`config.mk`:
```
export PLATFORM = sky130hd
export DESIGN_NAME = digit_serial_adder_flat
export DESIGN_NICKNAME = d
export VERILOG_FILES = /design/src/rtl/digit_serial_adder_if.sv /design/src/rtl/digit_serial_adder.sv /design/src/flat_wrapper.sv
export SDC_FILE = /design/constraint.sdc
export NUM_CORES = 1
export LEC_CHECK = 0
export ABC_CLOCK_PERIOD_IN_PS = 2900
export CAP_MARGIN = 15
export CORE_UTILIZATION = 60
export DETAILED_ROUTE_END_ITERATION = 10
export DONT_BUFFER_PORTS = 1
export HOLD_SLACK_MARGIN = 0.05
export PLACE_DENSITY = 0.74
export RECOVER_POWER = 50
export SLEW_MARGIN = 30
export SYNTH_ARGS = -nofsm -noshare
export SYNTH_HDL_FRONTEND = slang
export SYNTH_SLANG_ARGS = --single-unit
```
`constraint.sdc`:
```
create_clock -name clk -period 2.9 [get_ports clk]
set_input_delay 0.145 -clock clk [delete_from_list [all_inputs] [get_ports clk]]
set_output_delay 0.145 -clock clk [all_outputs]
set_load 0.02 [all_outputs]
```
`src/rtl/digit_serial_adder_if.sv`:
```
// rtl/digit_serial_adder_if.sv - request/result bundle for the digit-serial adder
interface digit_serial_adder_if #(
    parameter int WIDTH = 8
);
    logic             start;
    logic [WIDTH-1:0] a;
    logic [WIDTH-1:0] b;
    logic             cin;
    logic             busy;
    logic             done;
    logic [WIDTH-1:0] sum;
    logic             cout;
    logic             ovf;

    modport master (
        output start,
        output a,
        output b,
        output cin,
        input  busy,
        input  done,
        input  sum,
        input  cout,
        input  ovf
    );

    modport slave (
        input  start,
        input  a,
        input  b,
        input  cin,
        output busy,
        output done,
        output sum,
        output cout,
        output ovf
    );
endinterface

```
`src/rtl/digit_serial_adder.sv`:
```
// rtl/digit_serial_adder.sv - LSB-first digit-serial adder with carry and overflow flags
module digit_serial_adder #(
    parameter int WIDTH = 8,
    parameter int DIGIT = 1
) (
    input  logic               clk,
    input  logic               rst,
    digit_serial_adder_if.slave bus
);
    localparam int N  = WIDTH / DIGIT;
    localparam int CW = $clog2(N + 1);

    typedef enum logic [1:0] {
        IDLE = 2'd0,
        RUN  = 2'd1,
        DONE = 2'd2
    } state_t;

    state_t state;
    state_t state_nxt;

    logic [WIDTH-1:0] a_sh;
    logic [WIDTH-1:0] b_sh;
    logic [WIDTH-1:0] psum;
    logic             carry;
    logic [CW-1:0]    cnt;

    logic [WIDTH-1:0] sum_q;
    logic             cout_q;
    logic             ovf_q;

    logic [DIGIT-1:0] a_dig;
    logic [DIGIT-1:0] b_dig;
    logic [DIGIT:0]   dsum;
    logic             msb_cin;
    logic             last_digit;
    logic [WIDTH-1:0] a_nxt;
    logic [WIDTH-1:0] b_nxt;
    logic [WIDTH-1:0] psum_nxt;

    assign a_dig      = a_sh[DIGIT-1:0];
    assign b_dig      = b_sh[DIGIT-1:0];
    assign last_digit = (cnt == CW'(N - 1));

    // Add the current low digit of both operands plus the running carry
    always_comb begin
        dsum    = {1'b0, a_dig} + {1'b0, b_dig} + {{DIGIT{1'b0}}, carry};
        // Carry into the top bit of this digit; only meaningful on the final digit,
        // where that top bit is the word MSB.
        msb_cin = dsum[DIGIT-1] ^ a_dig[DIGIT-1] ^ b_dig[DIGIT-1];
    end

    // Shift operands right and the partial sum in from the MSB side; a full-width
    // digit has nothing left to shift, so it gets its own branch.
    generate
        if (DIGIT == WIDTH) begin : g_single
            always_comb begin
                a_nxt    = '0;
                b_nxt    = '0;
                psum_nxt = dsum[DIGIT-1:0];
            end
        end else begin : g_multi
            always_comb begin
                a_nxt    = {{DIGIT{1'b0}}, a_sh[WIDTH-1:DIGIT]};
                b_nxt    = {{DIGIT{1'b0}}, b_sh[WIDTH-1:DIGIT]};
                psum_nxt = {dsum[DIGIT-1:0], psum[WIDTH-1:DIGIT]};
            end
        end
    endgenerate

    // State register
    always_ff @(posedge clk) begin
        if (rst) begin
            state <= IDLE;
        end else begin
            state <= state_nxt;
        end
    end

    // Next-state logic: start only matters in IDLE, DONE always falls back to IDLE
    always_comb begin
        state_nxt = state;
        case (state)
            IDLE: begin
                if (bus.start) begin
                    state_nxt = RUN;
                end
            end
            RUN: begin
                if (last_digit) begin
                    state_nxt = DONE;
                end
            end
            DONE: begin
                state_nxt = IDLE;
            end
            default: begin
                state_nxt = IDLE;
            end
        endcase
    end

    // Datapath: capture on accept, one digit per RUN cycle, results loaded on the last digit
    always_ff @(posedge clk) begin
        if (rst) begin
            a_sh   <= '0;
            b_sh   <= '0;
            psum   <= '0;
            carry  <= 1'b0;
            cnt    <= '0;
            sum_q  <= '0;
            cout_q <= 1'b0;
            ovf_q  <= 1'b0;
        end else begin
            case (state)
                IDLE: begin
                    if (bus.start) begin
                        a_sh  <= bus.a;
                        b_sh  <= bus.b;
                        carry <= bus.cin;
                        psum  <= '0;
                        cnt   <= '0;
                    end
                end
                RUN: begin
                    a_sh  <= a_nxt;
                    b_sh  <= b_nxt;
                    psum  <= psum_nxt;
                    carry <= dsum[DIGIT];
                    cnt   <= cnt + CW'(1);
                    if (last_digit) begin
                        sum_q  <= psum_nxt;
                        cout_q <= dsum[DIGIT];
                        ovf_q  <= dsum[DIGIT] ^ msb_cin;
                    end
                end
                default: begin
                end
            endcase
        end
    end

    assign bus.busy = (state != IDLE);
    assign bus.done = (state == DONE);
    assign bus.sum  = sum_q;
    assign bus.cout = cout_q;
    assign bus.ovf  = ovf_q;

endmodule

```
`src/flat_wrapper.sv`:
```
// flat-port wrapper written by rule: the top's interface ports become plain ports
module digit_serial_adder_flat 
#(
    parameter int WIDTH = 8,
    parameter int DIGIT = 1
)
  (clk, rst, bus_start, bus_a, bus_b, bus_cin, bus_busy, bus_done, bus_sum, bus_cout, bus_ovf);
  digit_serial_adder_if #(.WIDTH(WIDTH)) bus_i ();
  input  logic clk;
  input  logic rst;
  input wire logic [$bits(bus_i.start)-1:0] bus_start;
  input wire logic [$bits(bus_i.a)-1:0] bus_a;
  input wire logic [$bits(bus_i.b)-1:0] bus_b;
  input wire logic [$bits(bus_i.cin)-1:0] bus_cin;
  output wire logic [$bits(bus_i.busy)-1:0] bus_busy;
  output wire logic [$bits(bus_i.done)-1:0] bus_done;
  output wire logic [$bits(bus_i.sum)-1:0] bus_sum;
  output wire logic [$bits(bus_i.cout)-1:0] bus_cout;
  output wire logic [$bits(bus_i.ovf)-1:0] bus_ovf;
  assign bus_i.start = bus_start;
  assign bus_i.a = bus_a;
  assign bus_i.b = bus_b;
  assign bus_i.cin = bus_cin;
  assign bus_busy = bus_i.busy;
  assign bus_done = bus_i.done;
  assign bus_sum = bus_i.sum;
  assign bus_cout = bus_i.cout;
  assign bus_ovf = bus_i.ovf;
  digit_serial_adder #(.WIDTH(WIDTH), .DIGIT(DIGIT)) u_core (.clk(clk), .rst(rst), .bus(bus_i));
endmodule
```
==> results.cfg, run 1 <==
[synthesis]
yosysSeqAreaShare_pct = 43.4
synth_cell_types = 36
ranking_of_synthesized_cells_by_area = dfxtp_1, a21oi_1, or3b_1, nand2b_1, nor3_1
synthesized_flop_and_latch_total = 40
postSynthCellCount = 205
synth_top_cell_area_share_pct = 43.4
synth_fp_nets = 227
syn_area_mm2 = 0.00185
synth.yosys.warnings = 0
synth_async_sr_flop_share_pct = 0
synth_enable_flop_cells = 0
synth.largest_area_cell = dfxtp_1
synth_top_flop_cell = dfxtp_1
postSynthAreaPerCell_um2 = 9.01

[sta]
post-route-period-util_pct = 76.1
timing.clock.skew_ns = 0.00436
fin_tns_setup_ns = 0
slew_worst_pin_ns = 0.836
finalWorstPathRequiredPeriod_ns = 2.21
max_fclk_mhz = 453
worst_hold_slack_ns = 0.0597
grt_setup_unrepaired = false
timing_max_transition_violations_final = 0
hold_viol = 0
slew_headroom_pct = 44.2
finalSetupViolations = 0

[cells_and_area]
antenna_cells = 0
layout.filler_cells = 230
final_nets = 224
layout-drive-gt1-share_pct = 7.88
mostFrequentLayoutCell = dfxtp_1
mostFrequentLayoutCells = dfxtp_1, a21oi_1, nand2b_1, nor2_1, or3b_1
area_growth_syn_to_layout_pct = 3.39

[critical_path]
critical_path.n_buffers_inverters = 2
timing.setup.critical_path_class = reg2reg
cpMaxStageDelayCell = clkbuf_1
timing.critical_path.max_delay_family = buffers and inverters
crit_path_end_kind = register
cp_data_required_time_ns = 3.15
critPathLaunchType = register
timing.critical_path.fanout_max = 25
arrival_ns = 2.46
path_cells = clkbuf_1, a21o_1, a21oi_1, dlygate4sd3_1
cp_peak_stage_delay_ns = 0.69

[pwr]
power.ir.vdd_worst_mv = 0.316
p_leak_nw = 0.693
power_per_cell_area_mw_per_mm2 = 530

[clock_tree]
ctsHtreeMaxLevel = 2
cts.repair.resized = 0
clk_root_buffer_cell = clkbuf_4
clkSlewWorstSetupHoldPaths_ns = 0.11
post-cts-setup-buffer-count = 0
worst_skew_pair.late_latency_ns = 0.35
max-clock-path-buffers = 2
tritoncts_clock_tree = yes
cts_num_sinks = 40
cts_buffers = 5
cts.hold.buffers_added = 4

[grt]
globalRouteOverflowTotal = 0
grt_pass1_wl_um = 6270
antenna_found_initial = 0
grt_max_degree = 35
gr-usage-all-layers_pct = 24.8
first_global_vias = 1347

[placement]
routabilityCongestion = 0.807
place.port_buffers = 0
detailedPlacementHpwl_um = 2410

[drt]
number_of_antenna_violating_nets_in_the_routed_design = 0
routed_wl_um = 3640
drt-initial-drc-count = 92
drt_pass1_iterations = 7
drcViolationCount = 3
wl_per_cell_um = 15.6
vias_per_cell = 6.18
dr_total_vias = 1445

[die]
floorplan.die.width_um = 57.5
die_area_mm2 = 0.00330
design.core.area_mm2 = 0.00283
design.portCount = 32
floorplan.rows = 19
die_h_um = 57.5
initial_core_util_pct = 65.3

[run_status]
status = finished, violations left
failed_checks = DRC

[min_path]
hp-class = in2reg

[job]
cap_viol_max_count = 0
==> flip-flops by register name, indices dropped and copies added (netlist names) <==
signal / flops
u_core.bus.ovf: 1
u_core.cnt: 4
u_core.a_sh: 8
u_core.b_sh: 8
u_core.carry: 1
u_core.state: 2
u_core.psum: 7
u_core.bus.sum: 8
u_core.bus.cout: 1
==> Yosys cell counts, types with 2 or more instances <==
master	count
a22o_1	7
clkbuf_1	4
nor2_1	14
nor2b_1	2
a211oi_1	5
nor3_1	13
inv_1	3
dfxtp_1	40
a211oi_2	2
a21o_1	3
nand3_1	9
nand2_1	5
nand2b_1	16
or3b_1	14
buf_4	2
a21oi_1	28
buf_6	3
xnor2_1	3
buf_2	7
o21ai_1	7
nand3b_1	3
==> final cells by class <==
| type | instances | area, um^2 | share of cell area (%) |
|---|---|---|---|
| inverters | 3 | 11.3 | 0.590 |
| flip-flops and latches | 40 | 801 | 41.9 |
| multi-input cells | 146 | 936 | 49.0 |
| clock inverters | 2 | 10.0 | 0.524 |
| clock buffers | 6 | 51.3 | 2.69 |
| repair buffers | 6 | 61.3 | 3.21 |
| well taps | 31 | 38.8 | 2.03 |
==> worst register-to-register path, stage by stage, from the launching register on <==
cell           delay [ns]
dfxtp_1              0.66
clkbuf_1             0.69
a21o_1               0.15
a21oi_1              0.06
dlygate4sd3_1        0.55
==> where the power goes <==
part,switching [mW],total (mW),internal [mW]
Combinational,0.0691,0.129,0.0603
Sequential,0.0160,0.589,0.573
Clock,0.178,0.293,0.115
Total,0.263,1.01,0.749
==> cells by family (layout without fill, tap and decap cells) <==
| family | after synthesis | after routing | synth area share, % |
|---|---|---|---|
| AO/OA/AOI/OAI | 57 | 57 | 20.1 |
| XOR/XNOR | 3 | 3 | 1.42 |
| adder cells (fa/ha/maj) | 2 | 2 | 1.76 |
| buffers and inverters | 19 | 17 | 5.96 |
| flip-flops | 40 | 40 | 43.4 |
| multiplexers | 1 | 1 | 0.542 |
| AND/OR/NAND/NOR | 83 | 83 | 26.9 |
==> metal layers <==
layer	track usage (%)	up-vias	part of all wire, %
met3	5.22	9	4.5
met5	0	-	0
met4	10.8	0	2.0
met1	32.9	681	43
li1	-	724	-
met2	39.2	31	50
==> path summary, 6_finish.rpt <==
path | end | cells past startpoint | slack [ns] | from
min | u_core.cnt[2]$_SDFFE_PP0P_ | 3 | 0.06 | bus_start
min reg2reg | u_core.b_sh[3]$_SDFFE_PP0P_ | 2 | 0.49 | u_core.b_sh[3]$_SDFFE_PP0P_
max | u_core.b_sh[7]$_SDFFE_PP0P_ | 4 | 0.69 | u_core.state[0]$_SDFFE_PP0P_
max reg2reg | u_core.b_sh[7]$_SDFFE_PP0P_ | 4 | 0.69 | u_core.state[0]$_SDFFE_PP0P_
==> stage by stage <==
| step | utilization [%] | total power [mW] | instances | cell area, um^2 | worst slack, ns |
|---|---|---|---|---|---|
| 2_1_floorplan | - | 0.715 | 205 | 1850 | 1.45 |
| 3_3_place_gp | 63.7 | 0.713 | 222 | 1800 | 1.23 |
| 4_1_cts | 67.6 | 1.02 | 234 | 1910 | 1.09 |
| 6_report | 67.5 | 1.01 | 234 | 1910 | 0.692 |
| 3_5_place_dp | 63.7 | 0.717 | 222 | 1800 | 1.15 |
| 5_1_grt | 67.5 | 1.06 | 234 | 1910 | 0.471 |
No activity file was read; power rests on OpenSTA's default activity.
==> run 2, diff against run 1 <==
Settings changed: ABC_CLOCK_PERIOD_IN_PS 2900 to 2300.
Clock period 2.9 ns to 2.3 ns, I/O delays scaled along.
==> results.cfg, run 2 (synthesis gave the netlist of run 1 again) <==
[run_status]
status = finished, violations left
failed_checks = DRC

[die]
die_h_um = 57.5
die_area_mm2 = 0.00330
design.portCount = 32
floorplan.die.width_um = 57.5
initial_core_util_pct = 65.3
design.core.area_mm2 = 0.00283
floorplan.rows = 19

[pwr]
power_per_cell_area_mw_per_mm2 = 709
post-layout-total-power_mw = 1.40
power.ir.vdd_worst_mv = 0.805
p_leak_nw = 0.730

[drt]
drt-initial-drc-count = 53
vias_per_cell = 6.11
dr_total_vias = 1454
number_of_antenna_violating_nets_in_the_routed_design = 0
routed_wl_um = 3610
drcViolationCount = 3
drt_pass1_iterations = 7
wl_per_cell_um = 15.2

[critical_path]
arrival_ns = 2.39
path_common_cell = dlygate4sd3_1
critPathLaunchType = register
timing.setup.critical_path_class = reg2reg
path_cells = nand3b_1, dlygate4sd3_1, a21o_1, a21oi_1, dlygate4sd3_1
crit_path_end_kind = register
cp_data_required_time_ns = 2.55
cp_peak_stage_delay_ns = 0.60
cpMaxStageDelayCell = dfxtp_1
worstRegToRegCells = 5
timing.critical_path.fanout_max = 15

[grt]
grt_max_degree = 36
gr-usage-all-layers_pct = 24.6
globalRouteOverflowTotal = 0
antenna_found_initial = 0
grt_pass1_wl_um = 6240
first_global_vias = 1404

[sta]
grt_setup_unrepaired = false
timing_max_transition_violations_final = 0
timing.clock.skew_ns = 0.0106
post-route-period-util_pct = 93.0
fin_tns_setup_ns = 0
hold_viol = 0
max_fclk_mhz = 468
slew_worst_pin_ns = 0.514
worst_hold_slack_ns = 0.0866
finalWorstPathRequiredPeriod_ns = 2.14
slew_headroom_pct = 65.6
setup_ws_ns = 0.161
finalSetupViolations = 0

[cells_and_area]
layout-drive-gt1-share_pct = 7.73
antenna_cells = 0
final_nets = 228
mostFrequentLayoutCells = dfxtp_1, a21oi_1, nand2b_1, nor2_1, or3b_1
finish.utilization_pct = 70.0
mostFrequentLayoutCell = dfxtp_1
area_growth_syn_to_layout_pct = 7.18

[clock_tree]
worst_skew_pair.late_latency_ns = 0.35
tritoncts_clock_tree = yes
ctsHtreeMaxLevel = 2
clkSlewWorstSetupHoldPaths_ns = 0.12
cts_buffers = 5
cts_num_sinks = 40
clk_root_buffer_cell = clkbuf_4
max-clock-path-buffers = 2
post-cts-setup-buffer-count = 0

[placement]
pre_cts_ws_ns = 0.633
detailedPlacementHpwl_um = 2300
place.port_buffers = 0
routabilityCongestion = 0.713

[min_path]
min_path_cells = 3
hp-class = in2reg

[job]
cap_viol_max_count = 0
[run 2: cell count changes in the layout (fill, tap and decap cells not counted), sizes merged]
cell         previous run  this run
bufinv                  0         1
dlygate4sd3             3         7
clkinv                  2         1
[run 2: worst paths after layout]
| kind | from | slack (ns) | end |
|---|---|---|---|
| max | u_core.state[1]$_SDFFE_PP0P_ | 0.16 | u_core.a_sh[7]$_SDFFE_PP0P_ |
| min | bus_b[3] | 0.09 | u_core.b_sh[3]$_SDFFE_PP0P_ |
| max reg2reg | u_core.state[1]$_SDFFE_PP0P_ | 0.16 | u_core.a_sh[7]$_SDFFE_PP0P_ |
| min reg2reg | u_core.psum[7]$_SDFFE_PP0P_ | 0.49 | u_core.bus.sum[6]$_SDFFE_PP0P_ |
[run 2: what timing repair did]
item | 4_1_cts | 5_1_grt
gates resized for setup | 0 | 0
endpoints found under the hold margin | 40 | 0
hold buffers | 8 | 0
[run 2: per-stage QoR]
step | area, um^2 | instances
2_1_floorplan | 1850 | 205
3_3_place_gp | 1800 | 222
3_5_place_dp | 1800 | 222
4_1_cts | 1980 | 238
5_1_grt | 1980 | 238
6_report | 1980 | 238
[run 2: worst max-delay path, delay by kind of cell (launching register included)]
kind                   cells  cell delay (ns)
DFF                        1             0.60
AOI/OAI and AO/OA          2             0.17
and+or+nand+nor            1             0.16
buffers and inverters      2             1.11
[run 2: layout make-up]
type	count	area (um^2)
clock inverter	2	38.8
fill	240	850
timing repair buffer	10	103
sequential	40	801
inverter	3	11.3
tap	31	38.8
clock buffer	6	51.3
multi-input combinational	146	936
[run 2: power by group]
part	switching (mW)	internal, mW	total (mW)	leakage [nW]
clock network	0.230	0.260	0.491	0.0484
logic	0.0920	0.0789	0.171	0.355
registers	0.0192	0.723	0.742	0.327
total	0.342	1.06	1.40	0.730
[run 2: layer usage]
layer,global-route usage [%],vias up,share of wire (%)
met4,5.92,0,0.30
met1,32.5,695,46
li1,-,727,-
met5,0,-,0
met3,7.26,2,4.3
met2,39.7,30,49
